`src/rtl/serial_sub_pkg.sv`:
```
// Shared constants and FSM encoding for the bit-serial subtractor.
// Optional signed-overflow output is enabled by defining SERSUB_OVF_EN.
package serial_sub_pkg;

  localparam int unsigned DefWidth = 8;

  typedef enum logic [1:0] {
    StIdle,
    StShift,
    StDone
  } state_e;

  localparam int unsigned DefCntWidth = $clog2(DefWidth);

  function automatic int unsigned cnt_width(input int unsigned width);
    return $clog2(width);
  endfunction

endpackage

```
`src/rtl/full_subtractor.sv`:
```
// One-bit full subtractor: D = A - B - Bin, Bo = borrow out.
module full_subtractor (
  input  logic A,
  input  logic B,
  input  logic Bin,
  output logic D,
  output logic Bo
);

  assign D  = A ^ B ^ Bin;
  assign Bo = (~A & B) | (~(A ^ B) & Bin);

endmodule

```
`src/rtl/serial_sub_ctrl.sv`:
```
// Bit-serial a - b - bin, LSB first, one bit per clock through a single full subtractor.
// Define SERSUB_OVF_EN to add the registered signed-overflow output ovf.
module serial_sub_ctrl
  import serial_sub_pkg::*;
#(
  parameter int unsigned WIDTH = DefWidth
) (
  input  logic             clk,
  input  logic             rst,
  input  logic             start,
  input  logic [WIDTH-1:0] a,
  input  logic [WIDTH-1:0] b,
  input  logic             bin,
  output logic             busy,
  output logic             done,
  output logic [WIDTH-1:0] diff,
  output logic             bout
`ifdef SERSUB_OVF_EN
  ,
  output logic             ovf
`endif
);

  localparam int unsigned CntW = cnt_width(WIDTH);
  localparam logic [CntW-1:0] LastBit = CntW'(WIDTH - 1);

  state_e           state_q;
  logic [CntW-1:0]  cnt_q;
  logic [WIDTH-1:0] a_sh_q;
  logic [WIDTH-1:0] b_sh_q;
  logic [WIDTH-1:0] d_sh_q;
  logic             brw_q;
  logic             fs_d;
  logic             fs_bo;
`ifdef SERSUB_OVF_EN
  logic             a_msb_q;
  logic             b_msb_q;
`endif

  full_subtractor u_fs (
    .A   (a_sh_q[0]),
    .B   (b_sh_q[0]),
    .Bin (brw_q),
    .D   (fs_d),
    .Bo  (fs_bo)
  );

  // Result registers (diff/bout/ovf/done) are loaded from the DONE state, so the
  // visible result trails the last processed bit by one edge and stays put until
  // the next completed operation.
  always_ff @(posedge clk or posedge rst) begin
    if (rst) begin
      state_q <= StIdle;
      cnt_q   <= '0;
      a_sh_q  <= '0;
      b_sh_q  <= '0;
      d_sh_q  <= '0;
      brw_q   <= 1'b0;
      busy    <= 1'b0;
      done    <= 1'b0;
      diff    <= '0;
      bout    <= 1'b0;
`ifdef SERSUB_OVF_EN
      a_msb_q <= 1'b0;
      b_msb_q <= 1'b0;
      ovf     <= 1'b0;
`endif
    end else begin
      done <= 1'b0;
      case (state_q)
        StIdle: begin
          if (start) begin
            a_sh_q  <= a;
            b_sh_q  <= b;
            brw_q   <= bin;
            cnt_q   <= '0;
            busy    <= 1'b1;
            state_q <= StShift;
`ifdef SERSUB_OVF_EN
            a_msb_q <= a[WIDTH-1];
            b_msb_q <= b[WIDTH-1];
`endif
          end
        end
        StShift: begin
          a_sh_q <= a_sh_q >> 1;
          b_sh_q <= b_sh_q >> 1;
          d_sh_q <= {fs_d, d_sh_q[WIDTH-1:1]};
          brw_q  <= fs_bo;
          cnt_q  <= cnt_q + 1'b1;
          if (cnt_q == LastBit) begin
            busy    <= 1'b0;
            state_q <= StDone;
          end
        end
        StDone: begin
          done    <= 1'b1;
          diff    <= d_sh_q;
          bout    <= brw_q;
          state_q <= StIdle;
`ifdef SERSUB_OVF_EN
          ovf     <= (a_msb_q != b_msb_q) && (d_sh_q[WIDTH-1] != a_msb_q);
`endif
        end
        default: begin
          busy    <= 1'b0;
          state_q <= StIdle;
        end
      endcase
    end
  end

endmodule

```
`config.mk`:
```
export PLATFORM = sky130hd
export DESIGN_NAME = serial_sub_ctrl
export DESIGN_NICKNAME = d
export VERILOG_FILES = /design/src/rtl/serial_sub_pkg.sv /design/src/rtl/full_subtractor.sv /design/src/rtl/serial_sub_ctrl.sv
export SDC_FILE = /design/constraint.sdc
export NUM_CORES = 1
export LEC_CHECK = 0
export ABC_AREA = 0
export CAP_MARGIN = 0
export CORE_MARGIN = 2
export CORE_UTILIZATION = 50
export CTS_CLUSTER_SIZE = 8
export DETAILED_ROUTE_END_ITERATION = 12
export MAX_ROUTING_LAYER = met4
export PLACE_DENSITY = 0.76
export SYNTH_ARGS = -nofsm -noshare
export SYNTH_HDL_FRONTEND = slang
export SYNTH_SLANG_ARGS = --single-unit
```
`constraint.sdc`:
```
create_clock -name clk -period 2.15 [get_ports clk]
set_input_delay 0.645 -clock clk [delete_from_list [all_inputs] [get_ports clk]]
set_output_delay 0.645 -clock clk [all_outputs]
set_load 0.02 [all_outputs]
```
Word level (Yosys, flattened, before mapping)
Cells that the tools add are included.
{"block": "word_totals", "regBits": 41, "input_bits": 20, "word_cells": 44}
{"block": "op_classes", "add_sub_neg": 1, "eq_ne": 5, "muxes": 15, "bitwise_logic": 8, "n_reduce_logical": 5}
{"operator": "8-bit one-hot mux with 2 select lines", "n": 2}
{"operator": "8-bit two-way mux", "n": 2}
{"operator": "3-bit one-hot mux with 2 select lines", "n": 1}
{"operator": "1-bit two-way mux", "n": 4}
{"operator": "2-bit two-way mux", "n": 2}
{"operator": "2-bit != test (second input constant)", "n": 2}
{"operator": "2-bit one-hot mux with 2 select lines", "n": 1}
{"operator": "2-bit AND reduction", "n": 2}
{"operator": "3-bit by 1-bit adder with 3-bit output (second input constant)", "n": 1}
{"operator": "3-bit equality test (second input constant)", "n": 1}
{"operator": "3-bit two-way mux", "n": 1}
{"operator": "1-bit NOT", "n": 3}
{"operator": "1-bit one-hot mux with 3 select lines", "n": 1}
{"operator": "3-bit AND reduction", "n": 1}
{"operator": "1-bit bitwise AND", "n": 2}
{"operator": "2-bit by 1-bit equality test with 1-bit output (second input constant)", "n": 1}
{"operator": "2-bit equality test (second input constant)", "n": 1}
{"operator": "2-bit zero test", "n": 1}
{"operator": "1-bit one-hot mux with 2 select lines", "n": 1}
{"operator": "2-bit nonzero test", "n": 1}
{"operator": "1-bit XOR", "n": 2}
{"operator": "1-bit bitwise OR", "n": 1}

Depth between registers and ports, before layout
Gate-level depths: netlist of the first run.
{"block": "depth", "ltp_word": 5, "depth_mapped": 6, "depth_no_buf": 5}

Modules after synthesis
Synthesis of the first run repeated with hierarchy kept, for this count alone.
{"block": "unflattened", "hier_cells": 148, "hier_area_um2": 1751.7}
{"module": "serial_sub_ctrl", "n_inst": 1, "cells_per_inst": 144, "area_per_inst_um2": 1720.4}
{"module": "full_subtractor", "n_inst": 1, "cells_per_inst": 4, "area_per_inst_um2": 31.3}

Worst setup path after synthesis of the first run
OpenSTA, ideal clock, no wires.
{"block": "synth_timing", "kind": "input to register", "startpoint": "input start", "endpoint": "register a_sh_q[1]", "t_arrival_ps": 1293, "t_required_ps": 2046, "setup_slack_ps": 754, "cell_stages": 4, "n_path_buf": 1, "path_cell_list": "nor2_2 or2_1 clkbuf_2 a221oi_1"}
{"block": "synth_between", "elab_chain_cells": 2}
{"item": "start: declaration", "line": "serial_sub_ctrl.sv:10", "source": "input logic start,"}
{"item": "2-bit != test (no source line)"}
{"item": "2-bit AND reduction (no source line)"}
{"item": "end signal: assignment", "line": "serial_sub_ctrl.sv:86", "source": "a_sh_q <= a_sh_q >> 1;"}
{"item": "end: declaration", "line": "serial_sub_ctrl.sv:29", "source": "logic [WIDTH-1:0] a_sh_q;"}
Every way passes these cells.
A chain may end at the register's enable or synchronous reset.

Worst setup path in the final report of the first run
{"block": "layout_timing", "startpoint": "register busy", "endpoint": "output busy"}
{"item": "start: declaration", "line": "serial_sub_ctrl.sv:14", "source": "output logic busy,"}
{"item": "start signal: assignment", "line": "serial_sub_ctrl.sv:59", "source": "busy <= 1'b0;"}
{"item": "start signal: assignment", "line": "serial_sub_ctrl.sv:77", "source": "busy <= 1'b1;"}
{"item": "start signal: assignment", "line": "serial_sub_ctrl.sv:92", "source": "busy <= 1'b0;"}
No word-level cell between the ends.

==> flow_summary.json, run 1 <==
{
  "outcome": "finished clean",
  "worstReg2RegEnd": "b_sh_q[6]",
  "share_seq_of_total_power": 0.443,
  "critical_path_peak_fanout": 3,
  "tightest_slew_ns": 0.520,
  "post_cts_setup_repair_buffer_count": 0,
  "psw_uw": 1060,
  "tritoncts_num_sinks": 41,
  "syn2layout_area_growth_pct": 24.4,
  "worstSetupEndpoint": "busy",
  "cts_tree": "yes",
  "drt_iter0_drc": 54,
  "antenna_cells_inserted": 0,
  "synthFlopType": "sky130_fd_sc_hd__dfrtp_1",
  "synthMuxAreaShare": 0.0615,
  "max-clock-path-buffers": 2,
  "synth_sequential_area_ratio": 0.566,
  "grt_remaining_overflow": 0,
  "synth.net_count": 190,
  "cp.required_ns": 1.50,
  "power_density_nw_per_um2": 1330,
  "die_w_um": 64.2,
  "die_area_um2": 4120,
  "synth_xor_area_frac": 0,
  "design.final.nets": 224,
  "peakVddDrop_uv": 734,
  "power.internal_uw": 1920,
  "worst_r2r_startpoint": "state_q[0]",
  "timing.hold.worst.class": "flip-flop to flip-flop",
  "post_cts_hold_buffer_count": 0,
  "synth_enable_flop_cells": 0,
  "num_rows": 21,
  "drt_pre_antenna_iters": 4,
  "clock_power_share": 0.162,
  "area_of_the_core_um2": 3420,
  "critical_path_depth": 1,
  "slowest_delay_ns": 0.61,
  "grt_setup_unrepaired": "false",
  "clk_slew_on_worst_s_h_paths_ns": 0.12,
  "slowest_stage": "sky130_fd_sc_hd__clkdlybuf4s50_1",
  "antenna_left": 0,
  "final_estimated_routing_congestion_in_global_placement": 0.887,
  "reg2reg_depth": 4,
  "grt_pass1_vias": 1374,
  "setup_violations": 0,
  "timing_limited_maximum_frequency_mhz": 504,
  "post_cts_resize_count": 0,
  "report.final.hold_viol_count": 0,
  "worstSkewPairLatency_ns": 0.35,
  "cts_inserted_buffers": 5,
  "path_class": "flip-flop to primary output",
  "post-route-period-util": 0.923,
  "synthesis.area_um2": 1810,
  "hold-path-cell-count": 2,
  "cpLargestDelayFamily": "buffers and inverters",
  "finalWorstPathRequiredPeriod_ns": 1.98,
  "synthCells": 167,
  "timing.critical_path.from": "busy",
  "timing.critical_path.cells": "clkdlybuf4s50_1",
  "via_per_inst": 5.37,
  "power.leakage_uw": 0.00104,
  "routed-via-count": 1327,
  "fp.dieH_um": 64.2,
  "h-tree-depth": 2,
  "grt_first_pass_wirelength_mm": 6.38,
  "synth_compound_gate_area_share": 0.124,
  "final_layout_size_suffix_gt1_frac": 0.134,
  "synth.ff_latch_count": 41,
  "synth-async-reset-ratio": 1.00,
  "global_route.usage.total": 0.208,
  "hold_start": "d_sh_q[0]",
  "synth_simple_gate_area_share": 0.180,
  "p_sw_frac": 0.356,
  "synth-adder-area-share": 0.0249,
  "timing.setup.tns_ns": 0,
  "grt_antenna_before_repair": 0,
  "clockRootBuffer": "sky130_fd_sc_hd__clkbuf_4",
  "initial_core_util": 0.530,
  "grtUsageMet2": 0.332,
  "final.hold.worst_slack_ns": 0.488,
  "worstPathBufferInverterCount": 1,
  "grt.busiest_layer": "met2",
  "comb_power_share": 0.395,
  "crit_arrival_ns": 1.34,
  "finalClockSkew_ns": 0.0139,
  "ys_warn_count": 0,
  "groute.layer.met1.usage": 0.264,
  "timing.critical_path.from_type": "flip-flop",
  "timing.final.max_slew_violations": 0,
  "grt_start_max_net_pins": 42,
  "yosys.cell_types.count": 27,
  "number_of_design_rule_violations_left_after_detail_routing": 0,
  "slew_headroom": 0.652,
  "routed_wire_length_per_instance_um": 15.1,
  "fillerInstances": 287,
  "max_cap_violations": 0,
  "synth_top_family_by_area": "simple AND/OR/NAND/NOR gates",
  "io_pins": 31,
  "synth.avg_cell_area_um2": 10.8,
  "groute.layer.met3.usage": 0.0581,
  "place_hpwl_mm": 2.71,
  "routed_wl_mm": 3.73,
  "worst_setup_path_end_kind": "primary output",
  "place.port_buffers": 30,
  "internal_reg_to_reg_setup_slack_ns": 0.54
}
flip-flops by register name (all words and copies together), names as in the netlist:
| register | cells |
|---|---|
| state_q | 2 |
| bout | 1 |
| b_sh_q | 8 |
| busy | 1 |
| done | 1 |
| d_sh_q | 8 |
| a_sh_q | 8 |
| brw_q | 1 |
| diff | 8 |
| cnt_q | 3 |
power by group through the flow:
stage / combinational, µW / sequential [µW] / clock (µW)
detailed placement: 1190 / 1340 / 0
global route: 1320 / 1360 / 527
global placement: 1130 / 1320 / 0
CTS: 1200 / 1320 / 486
finish: 1180 / 1320 / 485
floorplan: 722 / 1360 / 0
synthesized netlist by cell type, drive strengths merged, types with 4 or more instances:
| cell | count | share of area |
|---|---|---|
| o22a | 4 | 0.019 |
| o21ai | 7 | 0.019 |
| a221oi | 4 | 0.019 |
| nand2 | 31 | 0.064 |
| inv | 8 | 0.017 |
| a22oi | 4 | 0.017 |
| buf | 5 | 0.014 |
| nor3b | 8 | 0.033 |
| mux2 | 9 | 0.056 |
| nor2b | 8 | 0.028 |
| nor2 | 6 | 0.014 |
| a21oi | 8 | 0.022 |
| dfrtp | 41 | 0.57 |
| nor4bb | 4 | 0.022 |
| clkbuf | 6 | 0.013 |
layout by cell type (no fill, tap or decap):
cell	netlist	final
sky130_fd_sc_hd__nor2_2	1	1
sky130_fd_sc_hd__dfrtp_1	41	41
sky130_fd_sc_hd__mux2_2	9	9
sky130_fd_sc_hd__a21oi_1	8	8
sky130_fd_sc_hd__o21ai_0	7	7
sky130_fd_sc_hd__a22o_1	2	2
sky130_fd_sc_hd__mux2i_1	1	1
sky130_fd_sc_hd__a22oi_1	4	4
sky130_fd_sc_hd__clkdlybuf4s50_1	0	30
sky130_fd_sc_hd__bufinv_16	0	1
sky130_fd_sc_hd__nor2b_1	8	8
sky130_fd_sc_hd__and2_1	1	1
sky130_fd_sc_hd__o22a_1	4	4
sky130_fd_sc_hd__nand2_1	31	31
sky130_fd_sc_hd__a221oi_1	4	4
sky130_fd_sc_hd__nand2b_1	1	1
sky130_fd_sc_hd__o221a_2	2	2
sky130_fd_sc_hd__nor4bb_1	4	4
sky130_fd_sc_hd__nor3b_1	8	8
sky130_fd_sc_hd__buf_4	0	8
sky130_fd_sc_hd__nor2_1	5	5
sky130_fd_sc_hd__clkinv_2	0	1
sky130_fd_sc_hd__inv_1	8	8
sky130_fd_sc_hd__ha_1	2	2
sky130_fd_sc_hd__a222oi_1	1	1
sky130_fd_sc_hd__or2_1	1	1
sky130_fd_sc_hd__fa_1	1	1
sky130_fd_sc_hd__nand3b_1	2	2
sky130_fd_sc_hd__clkbuf_4	0	5
layout make-up:
cell class,instances,area (µm²),area share
flip-flops and latches,41,1030,0.455
multi-input cells,107,707,0.314
repair buffers,38,360,0.160
well taps,46,57.6,0.0255
clock buffers,5,37.5,0.0167
clock inverters,2,35.0,0.0155
inverters,8,30.0,0.0133
worst min path at each step:
stage,to,slack (ns)
after floorplan,d_sh_q[0],0.44
after global placement,d_sh_q[0],0.46
after detailed placement,d_sh_q[0],0.47
after CTS,d_sh_q[0],0.49
after global routing,d_sh_q[0],0.52
final,d_sh_q[0],0.49
cell families after synthesis:
kind of cell / after synthesis
mux: 10
simple gates: 62
compound gates: 32
buf+inv: 19
flops: 41
fa+ha+maj: 3
metal layers:
layer,wire (µm),vias up
li1,-,641
met1,1720,641
met2,1780,40
met3,180,5
met4,45,0
met5,0,-
stage by stage:
stage               cell area, µm²  worst slack [ns]  std cells  power, µW  utilization
floorplan                     1810             0.559        167       2080            -
global placement              2180             0.165        240       2450        0.638
detailed placement            2180            0.0892        240       2530        0.638
CTS                           2250             0.160        247       3000        0.660
global route                  2250             0.107        247       3210        0.660
finish                        2250             0.166        247       2990        0.660
(Power assumes the default switching activity.)
==> run 2, diff against run 1 <==
--- a/config.mk
+++ b/config.mk
@@ -6,7 +6,7 @@
 export NUM_CORES = 1
 export LEC_CHECK = 0
 export ABC_AREA = 0
-export CAP_MARGIN = 0
+export CAP_MARGIN = 30
 export CORE_MARGIN = 2
 export CORE_UTILIZATION = 50
 export CTS_CLUSTER_SIZE = 8
==> results of run 2 <==
The final DEF is identical to that of run 1; final timing and power are the same.
